### src/rtl/reg1_run_monitor_pkg.sv
// reg1_run_monitor_pkg: shared FSM state and result-entry types for the run monitor
package reg1_run_monitor_pkg;
  localparam int MAX_CNT_W = 16;
  typedef enum logic {IDLE, RUN} state_e;
  typedef struct packed {
    logic [MAX_CNT_W-1:0] len;
    logic                 sat;
  } run_entry_t;
endpackage

### src/rtl/reg1_run_fifo.sv
// reg1_run_fifo: power-of-two result FIFO; a push into a full FIFO lands only alongside a pop
module reg1_run_fifo #(
  parameter int W     = 8,
  parameter int DEPTH = 4
) (
  input  logic         clk,
  input  logic         rst_n,
  input  logic         push,
  input  logic [W-1:0] push_data,
  output logic         full,
  input  logic         pop,
  output logic [W-1:0] pop_data,
  output logic         empty
);
  localparam int AW = $clog2(DEPTH);
  logic [W-1:0]  mem_q [DEPTH];
  logic [AW-1:0] wr_q, wr_d, rd_q, rd_d;
  logic [AW:0]   cnt_q, cnt_d;
  logic          do_push, do_pop;
  assign empty    = cnt_q == '0;
  assign full     = cnt_q == (AW+1)'(DEPTH);
  assign do_pop   = pop && !empty;
  assign do_push  = push && (!full || do_pop);
  assign pop_data = mem_q[rd_q];
  // pointer and occupancy next state; pointers wrap naturally at DEPTH
  always_comb begin
    wr_d  = wr_q + AW'(do_push);
    rd_d  = rd_q + AW'(do_pop);
    cnt_d = cnt_q + (AW+1)'(do_push) - (AW+1)'(do_pop);
  end
  // pointer and occupancy registers
  always_ff @(posedge clk or negedge rst_n) begin
    if (!rst_n) begin
      wr_q  <= '0;
      rd_q  <= '0;
      cnt_q <= '0;
    end else begin
      wr_q  <= wr_d;
      rd_q  <= rd_d;
      cnt_q <= cnt_d;
    end
  end
  // storage needs no reset: occupancy alone decides what is valid
  always_ff @(posedge clk) begin
    if (do_push) mem_q[wr_q] <= push_data;
  end
endmodule

### src/rtl/reg1_run_monitor.sv
// reg1_run_monitor: measures high runs of din and queues {len, sat}; REG1_RUN_MONITOR_SYNC_EN adds a 2-flop din synchronizer
module reg1_run_monitor
  import reg1_run_monitor_pkg::*;
#(
  parameter int CNT_W      = 8,
  parameter int FIFO_DEPTH = 4
) (
  input  logic             clk,
  input  logic             rst_n,
  input  logic             din,
  input  logic             enable,
  input  logic             clr_ovf,
  output logic             run_valid,
  input  logic             run_ready,
  output logic [CNT_W-1:0] run_len,
  output logic             run_sat,
  output logic             ovf
);
  localparam logic [CNT_W-1:0] CNT_MAX = '1;
  state_e           state_q, state_d;
  logic [CNT_W-1:0] count_q, count_d;
  logic             sat_q, sat_d, ovf_q, ovf_d;
  logic             s_q, push, pop, drop, full, empty;
  run_entry_t       push_e, pop_e;
`ifdef REG1_RUN_MONITOR_SYNC_EN
  logic [1:0] sync_q;
  // two synchronizer stages ahead of the sample register
  always_ff @(posedge clk or negedge rst_n) begin
    if (!rst_n) begin
      sync_q <= '0;
      s_q    <= 1'b0;
    end else begin
      sync_q <= {sync_q[0], din};
      s_q    <= sync_q[1];
    end
  end
`else
  // din registered once to form the sample point
  always_ff @(posedge clk or negedge rst_n) begin
    if (!rst_n) s_q <= 1'b0;
    else        s_q <= din;
  end
`endif
  // run FSM: start on a high sample, count while high, push on the falling sample
  always_comb begin
    state_d = state_q;
    count_d = count_q;
    sat_d   = sat_q;
    push    = 1'b0;
    case (state_q)
      IDLE: if (enable && s_q) begin
        state_d = RUN;
        count_d = CNT_W'(1);
        sat_d   = 1'b0;
      end
      RUN: if (!enable || !s_q) begin
        push    = enable;
        state_d = IDLE;
        count_d = '0;
        sat_d   = 1'b0;
      end else begin
        count_d = count_q == CNT_MAX ? count_q : count_q + CNT_W'(1);
        sat_d   = sat_q || count_q == CNT_MAX;
      end
      default: state_d = IDLE;
    endcase
  end
  // FSM and run counter registers
  always_ff @(posedge clk or negedge rst_n) begin
    if (!rst_n) begin
      state_q <= IDLE;
      count_q <= '0;
      sat_q   <= 1'b0;
    end else begin
      state_q <= state_d;
      count_q <= count_d;
      sat_q   <= sat_d;
    end
  end
  assign push_e    = '{len: MAX_CNT_W'(count_q), sat: sat_q};
  assign run_valid = !empty;
  assign pop       = run_valid && run_ready;
  assign drop      = push && full && !pop;
  assign run_len   = run_valid ? CNT_W'(pop_e.len) : '0;
  assign run_sat   = run_valid && pop_e.sat;
  assign ovf       = ovf_q;
  // a drop wins over a coincident clear so no loss goes unreported
  always_comb begin
    ovf_d = drop || (ovf_q && !clr_ovf);
  end
  // sticky overflow register
  always_ff @(posedge clk or negedge rst_n) begin
    if (!rst_n) ovf_q <= 1'b0;
    else        ovf_q <= ovf_d;
  end
  reg1_run_fifo #(.W($bits(run_entry_t)), .DEPTH(FIFO_DEPTH)) u_fifo (
    .clk      (clk),
    .rst_n    (rst_n),
    .push     (push),
    .push_data(push_e),
    .full     (full),
    .pop      (pop),
    .pop_data (pop_e),
    .empty    (empty)
  );
endmodule

### config.mk
export PLATFORM = sky130hd
export DESIGN_NAME = reg1_run_monitor
export DESIGN_NICKNAME = d
export VERILOG_FILES = /design/src/rtl/reg1_run_monitor_pkg.sv /design/src/rtl/reg1_run_fifo.sv /design/src/rtl/reg1_run_monitor.sv
export SDC_FILE = /design/constraint.sdc
export NUM_CORES = 1
export LEC_CHECK = 0
export ABC_CLOCK_PERIOD_IN_PS = 10700
export CORE_MARGIN = 4
export CORE_UTILIZATION = 54
export CTS_CLUSTER_SIZE = 20
export DETAILED_ROUTE_END_ITERATION = 6
export PLACE_DENSITY = 0.73
export SLEW_MARGIN = 25
export SYNTH_ARGS = -nofsm -noshare
export SYNTH_HDL_FRONTEND = slang
export SYNTH_HIERARCHICAL = 1
export SYNTH_SLANG_ARGS = --single-unit
### constraint.sdc
create_clock -name clk -period 10.7 [get_ports clk]
set_clock_uncertainty 0.1 [all_clocks]
set_input_delay 1.07 -clock clk [delete_from_list [all_inputs] [get_ports clk]]
set_output_delay 1.07 -clock clk [all_outputs]
set_load 0.02 [all_outputs]
==> results of run 1 <==
==> state kept, by name, indices dropped and copies added, names as in the netlist <==
register,cells
count_q,8
ovf,1
s_q,1
sat_q,1
state_q,1
u_fifo/cnt_q,3
u_fifo/mem_q,36
u_fifo/rd_q,2
u_fifo/wr_q,2
==> worst max-delay path, stage by stage (launching register included) <==
cell             delay [ns]
dfrtp_1                0.72
mux4_1                 0.62
nor2b_1                0.14
clkdlybuf4s50_1        0.53
==> final cells by class <==
class	count	share of cell area, %
Timing Repair Buffer	19	6.426
Tap cell	52	2.289
Clock buffer	5	2.421
Multi-Input combinational cell	99	31.21
Clock inverter	3	2.377
Sequential cell	55	54.75
Inverter	4	0.5282
==> stage by stage <==
| step | std cells | hold WS [ns] | utilization (%) | setup slack (ns) |
|---|---|---|---|---|
| floorplan | 165 | 0.3818 | - | 7.682 |
| global placement | 229 | 0.3839 | 61.00 | 7.036 |
| detailed placement | 229 | 0.3857 | 61.11 | 6.942 |
| CTS | 237 | 0.4198 | 64.20 | 7.140 |
| global route | 237 | 0.4586 | 64.40 | 7.025 |
| finish | 237 | 0.4083 | 64.40 | 7.223 |
==> metal layers <==
metal | vias to the layer above | track usage, %
li1 | 684 | -
met1 | 704 | 19.85
met2 | 33 | 26.80
met3 | 5 | 3.318
met4 | 0 | 4.448
met5 | - | 0
==> where the power goes <==
part	internal, mW	switching [mW]	leakage (nW)	total (mW)
Clock	0.0932	0.0616	0.0644	0.155
Sequential	0.246	0.0388	0.566	0.284
Combinational	0.107	0.0810	0.409	0.188
Total	0.446	0.181	1.04	0.627
==> path summary, 6_finish.rpt <==
kind	to	depth (start not counted)	slack, ns	start
min in group asynchronous	u_fifo/wr_q[1]$_DFF_PN0_	1	1.17	rst_n
worst max-delay path	run_len[0]	3	7.22	u_fifo/rd_q[0]$_DFF_PN0_
worst min register to register	ovf$_DFF_PN0_	2	0.41	ovf$_DFF_PN0_
worst max register to register	u_fifo/cnt_q[2]$_DFF_PN0_	8	8.07	state_q$_DFF_PN0_
max in group asynchronous	count_q[1]$_DFFE_PN0P_	1	8.79	rst_n
worst min-delay path	ovf$_DFF_PN0_	2	0.41	ovf$_DFF_PN0_
==> impl_metrics.env, run 1 <==
export IMPL_top_layer_used="met4"
export IMPL_n_antenna_cell=0
export IMPL_rsz0062_at_grt="no"
export IMPL_p_per_area_mw_per_mm2=220.6
export IMPL_h_tree_depth=2
export IMPL_design_area_mm2=0.002843
export IMPL_cts_tree="built"
export IMPL_dp_hpwl_um=2932
export IMPL_final_min_clock_period_ns=3.477
export IMPL_ys_warn_count=6
export IMPL_grt_pass1_wl_um=7169
export IMPL_status="completed"
export IMPL_synth_area_mm2=0.002491
export IMPL_grt_pass1_vias=1430
export IMPL_initial_utilization_pct=56.43
export IMPL_maxSlewViolCount=0
export IMPL_vias=1426
export IMPL_layout_common_cells="edfxtp_1 (36), dfrtp_1 (19), clkdlybuf4s50_1 (16)"
export IMPL_die_area_mm2=0.005764
export IMPL_irDropWorstVdd_mv=0.09812
export IMPL_die_h_um=75.92
export IMPL_syn2layout_area_growth_pct=14.11
export IMPL_cp_end_kind="primary output"
export IMPL_path_class="flip-flop to primary output"
export IMPL_slew_headroom_pct=40.65
export IMPL_fillers=299
export IMPL_post_cts_buffers=0
export IMPL_ios=17
export IMPL_port_buffers=16
export IMPL_grt_overflow=0
export IMPL_row_count=24
export IMPL_dr_pass1_iters=4
export IMPL_drc=0
export IMPL_cts_hold_repair_buffers=0
export IMPL_finalSetupViolCount=0
export IMPL_antenna_found_initial=0
export IMPL_timing_fmax_mhz=287.6
export IMPL_path_clk_slew_ns=0.09
export IMPL_cts_sinks=55
export IMPL_grt_total_usage_pct=15.60
export IMPL_root_buffer="clkbuf_8"
export IMPL_finalHoldViolations=0
export IMPL_min_period_over_period_pct=32.49
export IMPL_postRouteWirelength_um=4158
export IMPL_place_gp_congestion=0.8192
export IMPL_met1_length_um=1732
export IMPL_drtIter0Drc=79
export IMPL_wl_met2_um=2239
export IMPL_layout_commonest_cell="edfxtp_1"
export IMPL_syn_num_nets=176
export IMPL_cts_buffer_depth=2
export IMPL_detail_route_wl_per_cell_um=17.54
export IMPL_cts_resized=0
export IMPL_die_x_um=75.92
export IMPL_dpl_instance_area_mm2=0.002698
export IMPL_min_path_type="flip-flop to flip-flop"
export IMPL_final_layout_size_suffix_gt1_share_pct=14.05
export IMPL_core_mm2=0.004414
export IMPL_avgSynthCellArea_um2=15.10
export IMPL_worstPathMaxFanout=10
export IMPL_maxCapViolCount=0
export IMPL_arrival_ns=2.31
export IMPL_ant_nets=0
export IMPL_cts_buffers=5
export IMPL_tightest_slew_ns=0.8874
export IMPL_nets=195
export IMPL_regArea_mm2=0.001556
export IMPL_start_kind="flip-flop"
export IMPL_vias_per_cell=6.017
export IMPL_p_leak_nw=1.039
export IMPL_finalSetupTns_ns=0
export IMPL_multi_input_area_um2=887.1
export IMPL_grt_max_degree=20
export IMPL_power_mw=0.6271
export IMPL_cp_data_required_time_ns=9.53
export IMPL_wl_met3_um=148
export IMPL_clk_latency_ns=0.29
export IMPL_syn_inst=165
(Power assumes the default switching activity.)
==> run 2, diff against run 1 <==
ABC_CLOCK_PERIOD_IN_PS = 3300   (was 10700)
clock period = 3.3 ns   (was 10.7 ns; I/O delays follow)
==> impl_metrics.env, run 2 (synthesized netlist as in run 1, its figures left out) <==
export IMPL_irDropWorstVdd_mv=0.3564
export IMPL_hold_start="din"
export IMPL_antenna_found_initial=0
export IMPL_die_h_um=75.92
export IMPL_cp_data_required_time_ns=2.87
export IMPL_cp_end_kind="primary output"
export IMPL_cts_hold_repair_buffers=0
export IMPL_start_kind="flip-flop"
export IMPL_grt_max_degree=20
export IMPL_layout_common_cells="edfxtp_1 (36), dfrtp_1 (19), clkdlybuf4s50_1 (16)"
export IMPL_dpl_instance_area_mm2=0.002708
export IMPL_die_x_um=75.92
export IMPL_cts_resized=0
export IMPL_min_period_over_period_pct=83.07
export IMPL_nets=197
export IMPL_final_min_clock_period_ns=2.741
export IMPL_place_gp_congestion=0.7976
export IMPL_vias_per_cell=6.013
export IMPL_postRouteWirelength_um=4187
export IMPL_tightest_slew_ns=0.8843
export IMPL_critPathLaunch="u_fifo/rd_q[0]$_DFF_PN0_"
export IMPL_detail_route_wl_per_cell_um=17.52
export IMPL_syn2layout_area_growth_pct=12.96
export IMPL_core_mm2=0.004414
export IMPL_rsz0062_at_grt="no"
export IMPL_min_path_type="input port to flip-flop"
export IMPL_slew_headroom_pct=40.86
export IMPL_largest_register="u_fifo/mem_q"
export IMPL_status="completed"
export IMPL_layout_commonest_cell="edfxtp_1"
export IMPL_finalHoldViolations=0
export IMPL_hold_end="s_q$_DFF_PN0_"
export IMPL_finalSetupTns_ns=0
export IMPL_dp_hpwl_um=2936
export IMPL_grt_pass1_vias=1409
export IMPL_grt_total_usage_pct=15.27
export IMPL_cts_buffers=5
export IMPL_top_regs="u_fifo/mem_q: 36 flops, count_q: 8 flops, u_fifo/cnt_q: 3 flops"
export IMPL_design_area_mm2=0.002814
export IMPL_port_buffers=16
export IMPL_maxCapViolCount=0
export IMPL_clk_latency_ns=0.30
export IMPL_path_clk_slew_ns=0.09
export IMPL_row_count=24
export IMPL_timing_fmax_mhz=364.8
export IMPL_p_per_area_mw_per_mm2=694.9
export IMPL_power_mw=1.955
export IMPL_h_tree_depth=2
export IMPL_drtIter0Drc=123
export IMPL_dr_pass1_iters=4
export IMPL_post_cts_buffers=0
export IMPL_path_class="flip-flop to primary output"
export IMPL_finalSetupViolCount=0
export IMPL_cts_tree="built"
export IMPL_die_area_mm2=0.005764
export IMPL_reg2reg_slack_ns=0.73
export IMPL_cts_sinks=55
export IMPL_fin_util_pct=63.75
export IMPL_initial_utilization_pct=56.43
export IMPL_vias=1437
export IMPL_grt_pass1_wl_um=6975
export IMPL_grt_overflow=0
export IMPL_root_buffer="clkbuf_8"
export IMPL_n_antenna_cell=0
export IMPL_timing_rr_end="u_fifo/cnt_q[2]$_DFF_PN0_"
export IMPL_arrival_ns=2.31
export IMPL_r2r_start="state_q$_DFF_PN0_"
export IMPL_ant_nets=0
export IMPL_drc=0
export IMPL_maxSlewViolCount=0
export IMPL_p_leak_nw=1.036
export IMPL_worstPathMaxFanout=10
export IMPL_ios=17
export IMPL_final_layout_size_suffix_gt1_share_pct=13.37
export IMPL_min_path_cells=1
export IMPL_largest_register_ffs=36
export IMPL_cts_buffer_depth=2
export IMPL_reg2reg_depth=8
==> run 2: cell count changes in the layout (fill, tap and decap cells not counted) <==
| cell | before | now |
|---|---|---|
| buf_4 | 3 | 5 |
| bufinv_16 | 2 | 1 |
| clkbuf_1 | 0 | 2 |
| clkinvlp_4 | 1 | 0 |
| nor3b_1 | 1 | 2 |
| nor3b_2 | 1 | 0 |
| nor4b_2 | 1 | 2 |
| nor4b_4 | 1 | 0 |
==> run 2: through the flow <==
step,worst slack [ns],std cells,hold WS (ns)
2_1_floorplan,0.7266,165,-0.06559
3_3_place_gp,0.4665,231,0.3836
3_5_place_dp,0.3800,231,0.3784
4_1_cts,0.5004,239,0.3610
5_1_grt,0.4158,239,0.3603
6_report,0.5586,239,0.3619
==> run 2: worst max-delay path, cell delays in order (launching register included) <==
cell and delay (ns):
dfrtp_1 0.71, mux4_1 0.62, nor2b_1 0.14, clkdlybuf4s50_1 0.53
==> run 2: power by group <==
part	internal [mW]	switching (mW)	total, mW
Clock	0.227	0.204	0.432
Combinational	0.347	0.260	0.607
Sequential	0.796	0.120	0.917
Total	1.37	0.585	1.96
==> run 2: worst max-delay path by stage <==
| stage | slack [ns] | depth (start not counted) | end |
|---|---|---|---|
| 2_1_floorplan | 0.73 | 4 | u_fifo/mem_q[0][0]$_DFFE_PP_ |
| 3_3_place_gp | 0.47 | 9 | u_fifo/cnt_q[2]$_DFF_PN0_ |
| 3_5_place_dp | 0.38 | 9 | u_fifo/cnt_q[2]$_DFF_PN0_ |
| 4_1_cts | 0.50 | 3 | run_sat |
| 5_1_grt | 0.42 | 3 | run_len[0] |
| 6_report | 0.56 | 3 | run_sat |
==> run 2: layout make-up <==
| cell class | instances | area [µm²] |
|---|---|---|
| fill | 324 | 1600 |
| tap | 52 | 65.06 |
| multi-input combinational | 99 | 873.3 |
| timing repair buffer | 21 | 197.7 |
| inverter | 4 | 15.01 |
| clock inverter | 1 | 30.03 |
| clock buffer | 7 | 76.32 |
| sequential | 55 | 1556 |
==> run 2: metal layers <==
layer  up-vias  GRT usage, %  share of wire, %
met5         -             0                 0
met4         0         5.872               1.8
met3         9         4.028               4.0
met2        30         25.51                50
met1       718         18.90                44
li1        680             -                 -
==> run 3, diff against run 2 <==
ABC_CLOCK_PERIOD_IN_PS = 2500   (was 3300)
PLACE_DENSITY = 0.75   (was 0.73)
clock period = 2.5 ns   (was 3.3 ns; I/O delays follow)
==> impl_metrics.env, run 3 (synthesized netlist as in run 1, its figures left out) <==
export IMPL_tightest_slew_ns=0.5111
export IMPL_syn2layout_area_growth_pct=15.52
export IMPL_finalSetupViolCount=0
export IMPL_grt_total_usage_pct=16.40
export IMPL_path_class="flip-flop to primary output"
export IMPL_finalSetupTns_ns=0
export IMPL_die_area_mm2=0.005764
export IMPL_grt_pass1_vias=1591
export IMPL_vias_per_cell=5.915
export IMPL_timing_fmax_mhz=415.7
export IMPL_slew_headroom_pct=65.84
export IMPL_detail_route_wl_per_cell_um=17.35
export IMPL_cp_data_required_time_ns=2.15
export IMPL_status="completed"
export IMPL_irDropWorstVdd_mv=0.3587
export IMPL_layout_commonest_cell="edfxtp_1"
export IMPL_nets=206
export IMPL_largest_register_ffs=36
export IMPL_p_leak_nw=1.092
export IMPL_start_kind="flip-flop"
export IMPL_vias=1467
export IMPL_min_period_over_period_pct=96.22
export IMPL_h_tree_depth=2
export IMPL_port_buffers=16
export IMPL_cts_buffers=5
export IMPL_finalHoldViolations=0
export IMPL_cp_end_kind="primary output"
export IMPL_maxSlewViolCount=0
export IMPL_arrival_ns=2.06
export IMPL_path_clk_slew_ns=0.09
export IMPL_place_gp_congestion=0.7903
export IMPL_cts_tree="built"
export IMPL_dp_hpwl_um=3117
export IMPL_worstPathMaxFanout=10
export IMPL_drtIter0Drc=76
export IMPL_ant_nets=0
export IMPL_p_per_area_mw_per_mm2=888.9
export IMPL_maxCapViolCount=0
export IMPL_final_layout_size_suffix_gt1_share_pct=17.86
export IMPL_final_min_clock_period_ns=2.406
export IMPL_die_x_um=75.92
export IMPL_root_buffer="clkbuf_8"
export IMPL_layout_common_cells="edfxtp_1 (36), dfrtp_1 (19), clkdlybuf4s50_1 (14)"
export IMPL_antenna_found_initial=0
export IMPL_min_path_type="input port to async pin"
export IMPL_ios=17
export IMPL_grt_overflow=0
export IMPL_n_antenna_cell=0
export IMPL_largest_register="u_fifo/mem_q"
export IMPL_grt_pass1_wl_um=7686
export IMPL_cts_hold_repair_buffers=0
export IMPL_die_h_um=75.92
export IMPL_rsz0062_at_grt="no"
export IMPL_cts_sinks=55
export IMPL_cts_buffer_depth=2
export IMPL_timing_hold_ws_ns=0.1782
export IMPL_postRouteWirelength_um=4304
export IMPL_grt_max_degree=20
export IMPL_dr_pass1_iters=4
export IMPL_initial_utilization_pct=56.43
export IMPL_drc=0
export IMPL_core_mm2=0.004414
export IMPL_clk_latency_ns=0.30
export IMPL_row_count=24
export IMPL_top_regs="u_fifo/mem_q: 36 flops, count_q: 8 flops, u_fifo/cnt_q: 3 flops"
[run 3: through the flow]
stage / total power [mW] / setup WS [ns] / cell area (µm²) / instances / utilization (%)
6_report: 2.558 / 0.09438 / 2878 / 248 / 65.19
3_5_place_dp: 2.104 / 0.009191 / 2775 / 240 / 62.87
5_1_grt: 2.716 / 0.0005875 / 2878 / 248 / 65.19
2_1_floorplan: 1.783 / 0.01964 / 2497 / 165 / -
4_1_cts: 2.588 / 0.02803 / 2869 / 248 / 64.99
3_3_place_gp: 2.063 / 0.06587 / 2775 / 240 / 62.87
[run 3: layer usage]
layer | share of wire, % | GRT usage [%]
met1 | 42 | 20.35
met2 | 53 | 29.20
met3 | 3.4 | 3.199
met4 | 0.88 | 4.093
met5 | 0 | 0
[run 3: path summary, 6_finish.rpt]
| path | startpoint | endpoint | slack, ns | cells after the start |
|---|---|---|---|---|
| worst max-delay path | u_fifo/rd_q[0]$_DFF_PN0_ | run_len[0] | 0.09 | 4 |
| worst min-delay path | rst_n | u_fifo/rd_q[1]$_DFF_PN0_ | 0.18 | 2 |
| worst max register to register | u_fifo/cnt_q[2]$_DFF_PN0_ | u_fifo/cnt_q[2]$_DFF_PN0_ | 0.18 | 8 |
| worst min register to register | ovf$_DFF_PN0_ | ovf$_DFF_PN0_ | 0.41 | 2 |
| max in group asynchronous | rst_n | count_q[7]$_DFFE_PN0P_ | 1.91 | 2 |
| min in group clk | din | s_q$_DFF_PN0_ | 0.28 | 1 |
[run 3: report_power, final]
part	internal [mW]	total [mW]	switching, mW
Clock	0.221	0.487	0.265
Sequential	1.05	1.15	0.0983
Combinational	0.498	0.921	0.423
[run 3: area by class of cell]
type / instances / area (µm²)
Inverter: 4 / 15.01
Fill cell: 328 / 1536
Multi-Input combinational cell: 99 / 873.3
Sequential cell: 55 / 1556
Timing Repair Buffer: 30 / 274.0
Clock inverter: 2 / 11.26
Tap cell: 52 / 65.06
Clock buffer: 6 / 82.58
[run 3: critical path: stages, from the launching register on]
cell	delay [ns]
dfrtp_1	0.35
buf_6	0.17
mux4_1	0.56
nor2b_1	0.14
clkdlybuf4s50_1	0.53
[run 3: repair_timing]
action                     4_1_cts  5_1_grt
gates resized for setup          0        3
setup endpoints to repair        0        5
buffers inserted                 0        0
